==> src/rtl/cntpop_pipe.sv <==
// Two-stage elastic population-count unit: whole-word, per-byte and accumulating modes.
// Optional CNTPOP_PIPE_MASK_EN adds msk_i; the operand counted is then i & msk_i.
module cntpop_pipe #(
    parameter int WID  = 64,
    parameter int ACCW = 32
) (
    input  logic              clk_i,
    input  logic              rst_ni,
    input  logic              ld_i,
    output logic              rdy_o,
    input  logic [1:0]        mode_i,
    input  logic              clr_i,
    input  logic [WID-1:0]    i,
`ifdef CNTPOP_PIPE_MASK_EN
    input  logic [WID-1:0]    msk_i,
`endif
    output logic              vld_o,
    input  logic              rdy_i,
    output logic [WID/2-1:0]  o,
    output logic [ACCW-1:0]   acc_o,
    output logic              sat_o
);

    localparam int NB = WID / 8;
    localparam int SW = $clog2(WID + 1);
    localparam int OW = WID / 2;

    localparam logic [1:0] MODE_WHOLE = 2'b00;
    localparam logic [1:0] MODE_BYTE  = 2'b01;
    localparam logic [1:0] MODE_ACC   = 2'b10;

    function automatic logic [3:0] popcnt8(input logic [7:0] x);
        logic [3:0] c;
        c = 4'd0;
        for (int k = 0; k < 8; k++) c = c + {3'b000, x[k]};
        return c;
    endfunction

    logic [WID-1:0]       opnd;
    logic [NB-1:0][3:0]   bc_d;
    logic                 s1_vld;
    logic [NB-1:0][3:0]   s1_cnt;
    logic [1:0]           s1_mode;
    logic                 s2_adv;
    logic [SW-1:0]        sum;
    logic [ACCW-1:0]      acc_base;
    logic                 sat_base;
    logic [ACCW:0]        acc_sum;
    logic [ACCW-1:0]      acc_new;
    logic                 sat_new;
    logic [OW-1:0]        res;

`ifdef CNTPOP_PIPE_MASK_EN
    assign opnd = i & msk_i;
`else
    assign opnd = i;
`endif

    always_comb begin
        bc_d = '0;
        for (int b = 0; b < NB; b++) bc_d[b] = popcnt8(opnd[8*b +: 8]);
    end

    assign s2_adv = s1_vld & (~vld_o | rdy_i);
    assign rdy_o  = ~s1_vld | s2_adv;

    // Clear is folded in ahead of the add so a same-cycle clr_i restarts from this op's sum.
    always_comb begin
        sum = '0;
        for (int b = 0; b < NB; b++) sum = sum + SW'(s1_cnt[b]);
        acc_base = clr_i ? '0 : acc_o;
        sat_base = clr_i ? 1'b0 : sat_o;
        acc_sum  = {1'b0, acc_base} + {{(ACCW + 1 - SW){1'b0}}, sum};
        acc_new  = acc_sum[ACCW] ? '1 : acc_sum[ACCW-1:0];
        sat_new  = sat_base | acc_sum[ACCW];
        case (s1_mode)
            MODE_BYTE: res = s1_cnt;
            MODE_ACC:  res = OW'(acc_new);
            default:   res = OW'(sum);
        endcase
    end

    always_ff @(posedge clk_i or negedge rst_ni) begin
        if (!rst_ni) begin
            s1_vld  <= 1'b0;
            s1_cnt  <= '0;
            s1_mode <= MODE_WHOLE;
        end else if (ld_i && rdy_o) begin
            s1_vld  <= 1'b1;
            s1_cnt  <= bc_d;
            s1_mode <= (mode_i == 2'b11) ? MODE_WHOLE : mode_i;
        end else if (s2_adv) begin
            s1_vld  <= 1'b0;
        end
    end

    always_ff @(posedge clk_i or negedge rst_ni) begin
        if (!rst_ni) begin
            vld_o <= 1'b0;
            o     <= '0;
        end else if (s2_adv) begin
            vld_o <= 1'b1;
            o     <= res;
        end else if (rdy_i) begin
            vld_o <= 1'b0;
        end
    end

    always_ff @(posedge clk_i or negedge rst_ni) begin
        if (!rst_ni) begin
            acc_o <= '0;
            sat_o <= 1'b0;
        end else if (s2_adv && (s1_mode == MODE_ACC)) begin
            acc_o <= acc_new;
            sat_o <= sat_new;
        end else if (clr_i) begin
            acc_o <= '0;
            sat_o <= 1'b0;
        end
    end

endmodule

==> config.mk <==
export PLATFORM = sky130hd
export DESIGN_NAME = cntpop_pipe
export DESIGN_NICKNAME = d
export VERILOG_FILES = /design/src/rtl/cntpop_pipe.sv
export SDC_FILE = /design/constraint.sdc
export NUM_CORES = 1
export LEC_CHECK = 0
export BUFFER_PORTS_ARGS = -buffer_cell sky130_fd_sc_hd__buf_4
export CAP_MARGIN = 0
export CORE_UTILIZATION = 35
export CTS_CLUSTER_SIZE = 16
export DETAILED_ROUTE_END_ITERATION = 6
export PLACE_DENSITY_LB_ADDON = 0.12
export SYNTH_ARGS = -nofsm -noshare
export SYNTH_HDL_FRONTEND = slang
export SYNTH_SLANG_ARGS = --single-unit
==> constraint.sdc <==
create_clock -name clk_i -period 6.7 [get_ports clk_i]
set_input_delay 2.01 -clock clk_i [delete_from_list [all_inputs] [get_ports clk_i]]
set_output_delay 2.01 -clock clk_i [all_outputs]
set_load 0.02 [all_outputs]
==> results of run 1 <==
## sequential cells by signal, indices dropped and copies added, names as in the netlist
register and cells:
acc_o 32, s1_vld 1, sat_o 1, vld_o 1, s1_cnt 32, s1_mode 2, o 32
## per-layer routing
layer | wire, um | up-vias | share of wire | GRT usage
met2 | 9909 | 186 | 0.47 | 0.3141
met5 | 0 | - | 0 | 0
met4 | 278 | 0 | 0.013 | 0.04848
met1 | 9671 | 3094 | 0.46 | 0.2760
li1 | - | 3036 | - | -
met3 | 1027 | 19 | 0.049 | 0.02988
## worst max path at each step
stage                           from  cells after the start  slack (ns)         to
after floorplan            s1_cnt[3]                     22        1.07  acc_o[28]
after detailed placement   s1_cnt[3]                     20        0.73  acc_o[27]
final                      s1_cnt[3]                     20        0.69  acc_o[19]
after CTS                  s1_cnt[3]                     20        0.69  acc_o[19]
after global placement     s1_cnt[3]                     20        0.83  acc_o[27]
after global routing      s1_cnt[15]                     20        0.36  acc_o[11]
## cell usage in the layout, fill, tap and decap left out, drive strengths merged, types with 4 or more instances in the layout
cell type / Yosys / routed
a21oi: 44 / 44
and3: 7 / 7
inv: 140 / 141
nand3: 18 / 18
a221oi: 4 / 4
o2111ai: 6 / 6
nor4: 4 / 4
o221ai: 5 / 5
clkbuf: 29 / 11
a211oi: 5 / 5
nand2b: 7 / 7
dfrtp: 101 / 101
o211ai: 14 / 14
mux2i: 5 / 5
mux2: 13 / 13
nor3: 18 / 18
a31oi: 8 / 8
a22oi: 11 / 11
ha: 40 / 40
nand4: 4 / 4
o21ai: 51 / 51
buf: 7 / 145
or3: 5 / 5
xnor2: 26 / 26
nor2: 50 / 50
nand2: 84 / 84
a21o: 12 / 12
xor2: 14 / 14
fa: 56 / 56
nor2b: 26 / 26
## kinds of logic after synthesis
| logic type | count (synthesis) |
|---|---|
| AOI/OAI and AO/OA | 172 |
| buffers and inverters | 176 |
| muxes | 18 |
| xor gates and xnor gates | 40 |
| and+or+nand+nor | 241 |
| adders and majority gates | 96 |
| DFF | 101 |
## through the flow
step	hold slack (ns)	util
floorplan	0.4633	-
global placement	0.4858	0.4206
detailed placement	0.4880	0.4206
CTS	0.5020	0.4337
global route	0.5366	0.4337
finish	0.5052	0.4337
## power groups by stage
| stage | clock [mW] | combinational (mW) | sequential (mW) |
|---|---|---|---|
| floorplan | 0 | 3.03 | 0.833 |
| global placement | 0 | 4.24 | 0.832 |
| detailed placement | 0 | 4.21 | 0.835 |
| CTS | 0.526 | 4.24 | 0.824 |
| global route | 0.547 | 4.80 | 0.839 |
| finish | 0.513 | 4.21 | 0.823 |
## worst register-to-register path: cells and delay by family, from the launching register on
kind	cells	cell delay, ns
AO/OA/AOI/OAI	6	0.95
buffers and inverters	4	0.24
XOR/XNOR	1	0.15
adder cells (fa/ha/maj)	6	2.83
AND/OR/NAND/NOR	3	1.36
flip-flops	1	0.38
## final cells by class
class,instances,area [um^2]
sequential,101,2527
multi-input combinational,567,4441
clock buffer,11,242.7
clock inverter,5,35.03
tap,275,344.1
timing repair buffer,145,1089
inverter,140,525.5
fill,2134,12020
==> results.tsv, run 1 <==
metric	value	unit
p_comb_frac	0.759	
slew_viol_final	0	
dr_total_vias	6335	
clockBufferDepth	2	
ys_top_cells_by_area	dfrtp_1, fa_1, inv_1	
synthMuxAreaShare	0.02572	
grt_pass1_vias	6170	
initial_core_util	0.3600	
power.share.clock	0.092	
netlist_instances	844	
synth-xor-area-share	0.04586	
synthArstFlopShare	1.000	
viasPerCell	5.092	
start_kind	flip-flop	
core-area	0.02122	mm^2
worst-setup-path-type	reg2reg	
p_seq_frac	0.148	
syn_to_final_growth	20.49	%
hold_violations	0	
whs_endpoint	vld_o	
wirelength	20890	um
routabilityCongestion	0.8441	
worst_pin_slew	0.9295	ns
stdcell_area	0.009204	mm^2
min_path_cells	1	
die_h	149.7	um
fin_cells	1244	
p_total	5.550	mW
r2r_slack	0.69	ns
syn_avg_cell_area	9.050	um^2
synthTopCellsByCount	inv_1, dfrtp_1, nand2_1	
grt_pass1_wl	33640	um
max_freq	166.5	MHz
grt_max_degree	68	
finClkSkew	0.01475	ns
cp_slowest_cell	or4_4	
p_per_area	603.0	mW/mm^2
ys_seq_area_frac	0.3309	
ys_ff_latch	101	
critPathMaxStageDelay	0.65	ns
synth_edf_count	0	
rr_endpoint	acc_o[19]	
regToRegStartpoint	s1_cnt[3]	
worstPathArrival	6.27	ns
numCtsBuffers	9	
antenna_found_initial	0	
setup_tns	0	ns
clk_pin_slew	0.08	ns
drc	0	
crit_family	adder cells	
cts_tree	done	
cts_root_buf	clkbuf_16	
dp_slack	0.7267	ns
crit_path_cell_trace	inv_1 -> fa_1 -> inv_1 -> fa_1 -> fa_1 -> inv_1 -> fa_1 -> inv_1 -> ha_1 -> a21o_1 -> a21oi_1 -> xnor2_1 -> ha_1 -> o211ai_1 -> o211a_1 -> or2_2 -> or4_4 -> nand2_1 -> o21ai_0 -> o31ai_1	
dp_cells	1228	
fin_nets	1131	
final_antenna_net_count	0	
place_hpwl	16280	um
drtPass1Iterations	5	
synth_compound_area_frac	0.1410	
slew-limit-headroom	0.3782	
drt_iter0_drc	316	
crit_required	6.97	ns
setup_viol	0	
hp-class	reg2reg	
fp.dieW	149.7	um
io_pins	138	
vdd_drop_max	0.8170	mV
rows	53	
grt_overflow	0	
finalWorstSetupSlack	0.6941	ns
clock_latency	0.36	ns
finalCritPeriodShare	0.8964	
internal_power	2.683	mW
postCtsResizedCells	0	
ys.flop_type	dfrtp_1	
syn_nets	1011	
cts.sinks	101	
synth_adder_area_share	0.2123	
sw_frac_of_total	0.5166	
detail_route.wl_per_cell	16.79	um
synth_top_family_by_area	adder cells	
crit_path_end_kind	flip-flop	
cts_setup_buffers	0	
portBuffers	137	
rsz0062_at_grt	false	
yosysTopAreaCellShare	0.3309	
rr_worst_depth	20	
synth_simple_gate_area_frac	0.1550	
worst-path-max-fanout	12	
gr-usage-all-layers	0.1960	
finalCriticalPeriod	6.006	ns
drv_cap	0	
p_sw	2.867	mW
layout-drive-gt1-share	0.1889	
leakage	4.495	nW
outcome	complete, no violations	
cts.htree.levels	3	
dieArea	0.02242	mm^2
yosysUniqueCellTypes	53	
yosysMostFrequentCell	inv_1	
min_from	s1_vld	
yosys_warnings	0	
postCtsHoldBufs	0	
synth_largest_area_cell	dfrtp_1	
syn-cell-area	0.007639	mm^2
cp_num_buf_inv	4	
post_dp_cell_area	0.008926	mm^2
n_antenna_cell	0	
Note: power is estimated with default switching activity, not from simulation.
==> run 2: changes to the inputs <==
--- a/config.mk
+++ b/config.mk
@@ -6,10 +6,11 @@
 export NUM_CORES = 1
 export LEC_CHECK = 0
 export BUFFER_PORTS_ARGS = -buffer_cell sky130_fd_sc_hd__buf_4
-export CAP_MARGIN = 0
+export CAP_MARGIN = 20
 export CORE_UTILIZATION = 35
 export CTS_CLUSTER_SIZE = 16
 export DETAILED_ROUTE_END_ITERATION = 6
+export GPL_TIMING_DRIVEN = 0
 export PLACE_DENSITY_LB_ADDON = 0.12
 export SYNTH_ARGS = -nofsm -noshare
 export SYNTH_HDL_FRONTEND = slang
==> constraint.sdc (replaced) <==
create_clock -name clk_i -period 6.57 [get_ports clk_i]
set_input_delay 1.971 -clock clk_i [delete_from_list [all_inputs] [get_ports clk_i]]
set_output_delay 1.971 -clock clk_i [all_outputs]
set_load 0.02 [all_outputs]
==> run 2 against run 1 <==
Compared with the run above:
- die area unchanged
- critical path depth unchanged
- wire length increased by 5.9%
- global-route usage increased by 1.4 points
- via count increased by 1.7%
- sequential share of layout area decreased by 0.55 points
- maximum frequency decreased by 2.6%
- largest cell class unchanged
==> results.tsv, run 2 (synthesized netlist as in run 1, its figures left out) <==
metric	value	unit
worst_pin_slew	0.9446	ns
postCtsHoldBufs	0	
drtPass1Iterations	5	
core-area	0.02122	mm^2
crit_path_end_kind	flip-flop	
n_antenna_cell	0	
portBuffers	136	
layout-drive-gt1-share	0.1850	
worst-path-max-fanout	5	
hp-class	reg2reg	
rows	53	
finClkSkew	0.01570	ns
crit_path_cell_trace	inv_1 -> fa_1 -> inv_1 -> fa_1 -> fa_1 -> inv_1 -> fa_1 -> inv_1 -> ha_1 -> a21o_1 -> a21oi_1 -> xnor2_1 -> ha_1 -> o211ai_1 -> o21ai_0 -> a21oi_1 -> nor2_1 -> nor4b_1 -> mux2i_1 -> a21oi_1	
slew_viol_final	0	
dr_total_vias	6441	
slew-limit-headroom	0.3703	
antenna_found_initial	0	
syn_to_final_growth	22.95	%
final_antenna_net_count	0	
die_h	149.7	um
max_freq	162.1	MHz
critPathMaxStageDelay	0.60	ns
start_kind	flip-flop	
stdcell_area	0.009392	mm^2
clk_pin_slew	0.07	ns
clock_latency	0.37	ns
post_dp_cell_area	0.009031	mm^2
hold_violations	0	
vdd_drop_max	0.7116	mV
cts_tree	done	
crit_required	6.80	ns
drt_iter0_drc	355	
cts_root_buf	clkbuf_16	
detail_route.wl_per_cell	17.35	um
grt_pass1_vias	6480	
dp_slack	0.2188	ns
grt_max_degree	66	
reg_top3	acc_o x32, o x32, s1_cnt x32	
fill_cells	2166	
fp.dieW	149.7	um
fin_nets	1162	
leakage	4.562	nW
gr-usage-all-layers	0.2104	
finalCritPeriodShare	0.9389	
setup_tns	0	ns
drc	0	
dieArea	0.02242	mm^2
setup_viol	0	
viasPerCell	5.052	
regToRegStartpoint	s1_cnt[15]	
numCtsBuffers	9	
cp_num_buf_inv	4	
wirelength	22120	um
crit_family	adder cells	
cts.htree.levels	3	
drv_cap	0	
rsz0062_at_grt	false	
worst-setup-path-type	reg2reg	
p_per_area	619.9	mW/mm^2
place_hpwl	17650	um
clockBufferDepth	2	
finalCriticalPeriod	6.168	ns
cts.sinks	101	
finalWorstSetupSlack	0.4015	ns
cp_slowest_cell	fa_1	
grt_overflow	0	
min_from	o[2]	
worstPathArrival	6.40	ns
initial_core_util	0.3600	
crit_path_start	s1_cnt[15]	
outcome	complete, no violations	
routabilityCongestion	0.8943	
io_pins	138	
grt_pass1_wl	35620	um
mostFrequentLayoutCells	inv_1, buf_4, dfrtp_1	
run 2: changes by cell type in the layout (fill, tap and decap cells not counted), sizes merged:
cell,change
clkbuf,+28
clkinvlp,+2
clkinv,-2
buf,+1
bufinv,+2
run 2: worst register-to-register path, delay by kind of cell (launching register included):
| kind | cells | cell delay [ns] |
|---|---|---|
| and+or+nand+nor | 2 | 0.84 |
| xor gates and xnor gates | 1 | 0.16 |
| muxes | 1 | 0.34 |
| buffers and inverters | 4 | 0.26 |
| DFF | 1 | 0.46 |
| AOI/OAI and AO/OA | 6 | 1.16 |
| adders and majority gates | 6 | 2.82 |
run 2: final timing paths:
check | end | slack [ns] | cells after the start
worst max-delay path | o[30] | 0.40 | 20
worst min register to register | o[2] | 0.50 | 2
max in group asynchronous | o[23] | 4.27 | 2
worst max register to register | o[30] | 0.40 | 20
min in group asynchronous | acc_o[1] | 1.58 | 1
worst min-delay path | o[2] | 0.50 | 2
run 2: cell type report:
cell class / instances / area [um^2] / area share
multi-input cells: 567 / 4438 / 0.4726
flip-flops and latches: 101 / 2527 / 0.2691
repair buffers: 140 / 1071 / 0.1140
inverters: 140 / 525.5 / 0.05596
well taps: 275 / 344.1 / 0.03664
clock buffers: 9 / 225.2 / 0.02398
plain buffers: 36 / 161.4 / 0.01719
clock inverters: 7 / 98.84 / 0.01052
run 2: timing repair:
action                     4_1_cts  5_1_grt
gates resized for setup          0        5
setup endpoints to repair        0       19
hold endpoints to repair         0        0
buffers inserted                 0        3
run 2: layer usage:
layer,up-vias,GRT usage,part of all wire
li1,3100,-,-
met1,3145,0.2800,0.45
met2,177,0.3572,0.49
met3,19,0.03262,0.050
met4,0,0.05051,0.011
met5,-,0,0
run 2: power by group:
part / internal, mW / total [mW] / switching, mW
sequential: 0.739 / 0.846 / 0.106
combinational: 1.75 / 4.38 / 2.63
clock: 0.336 / 0.600 / 0.264
run 2: metrics by stage:
stage / util / power, mW / hold WS [ns] / cells
global route: 0.4426 / 6.437 / 0.5267 / 1275
finish: 0.4426 / 5.822 / 0.4986 / 1275
CTS: 0.4409 / 5.820 / 0.5050 / 1272
floorplan: - / 3.943 / 0.4633 / 844
global placement: 0.4243 / 5.192 / 0.4918 / 1255
detailed placement: 0.4256 / 5.181 / 0.4894 / 1256
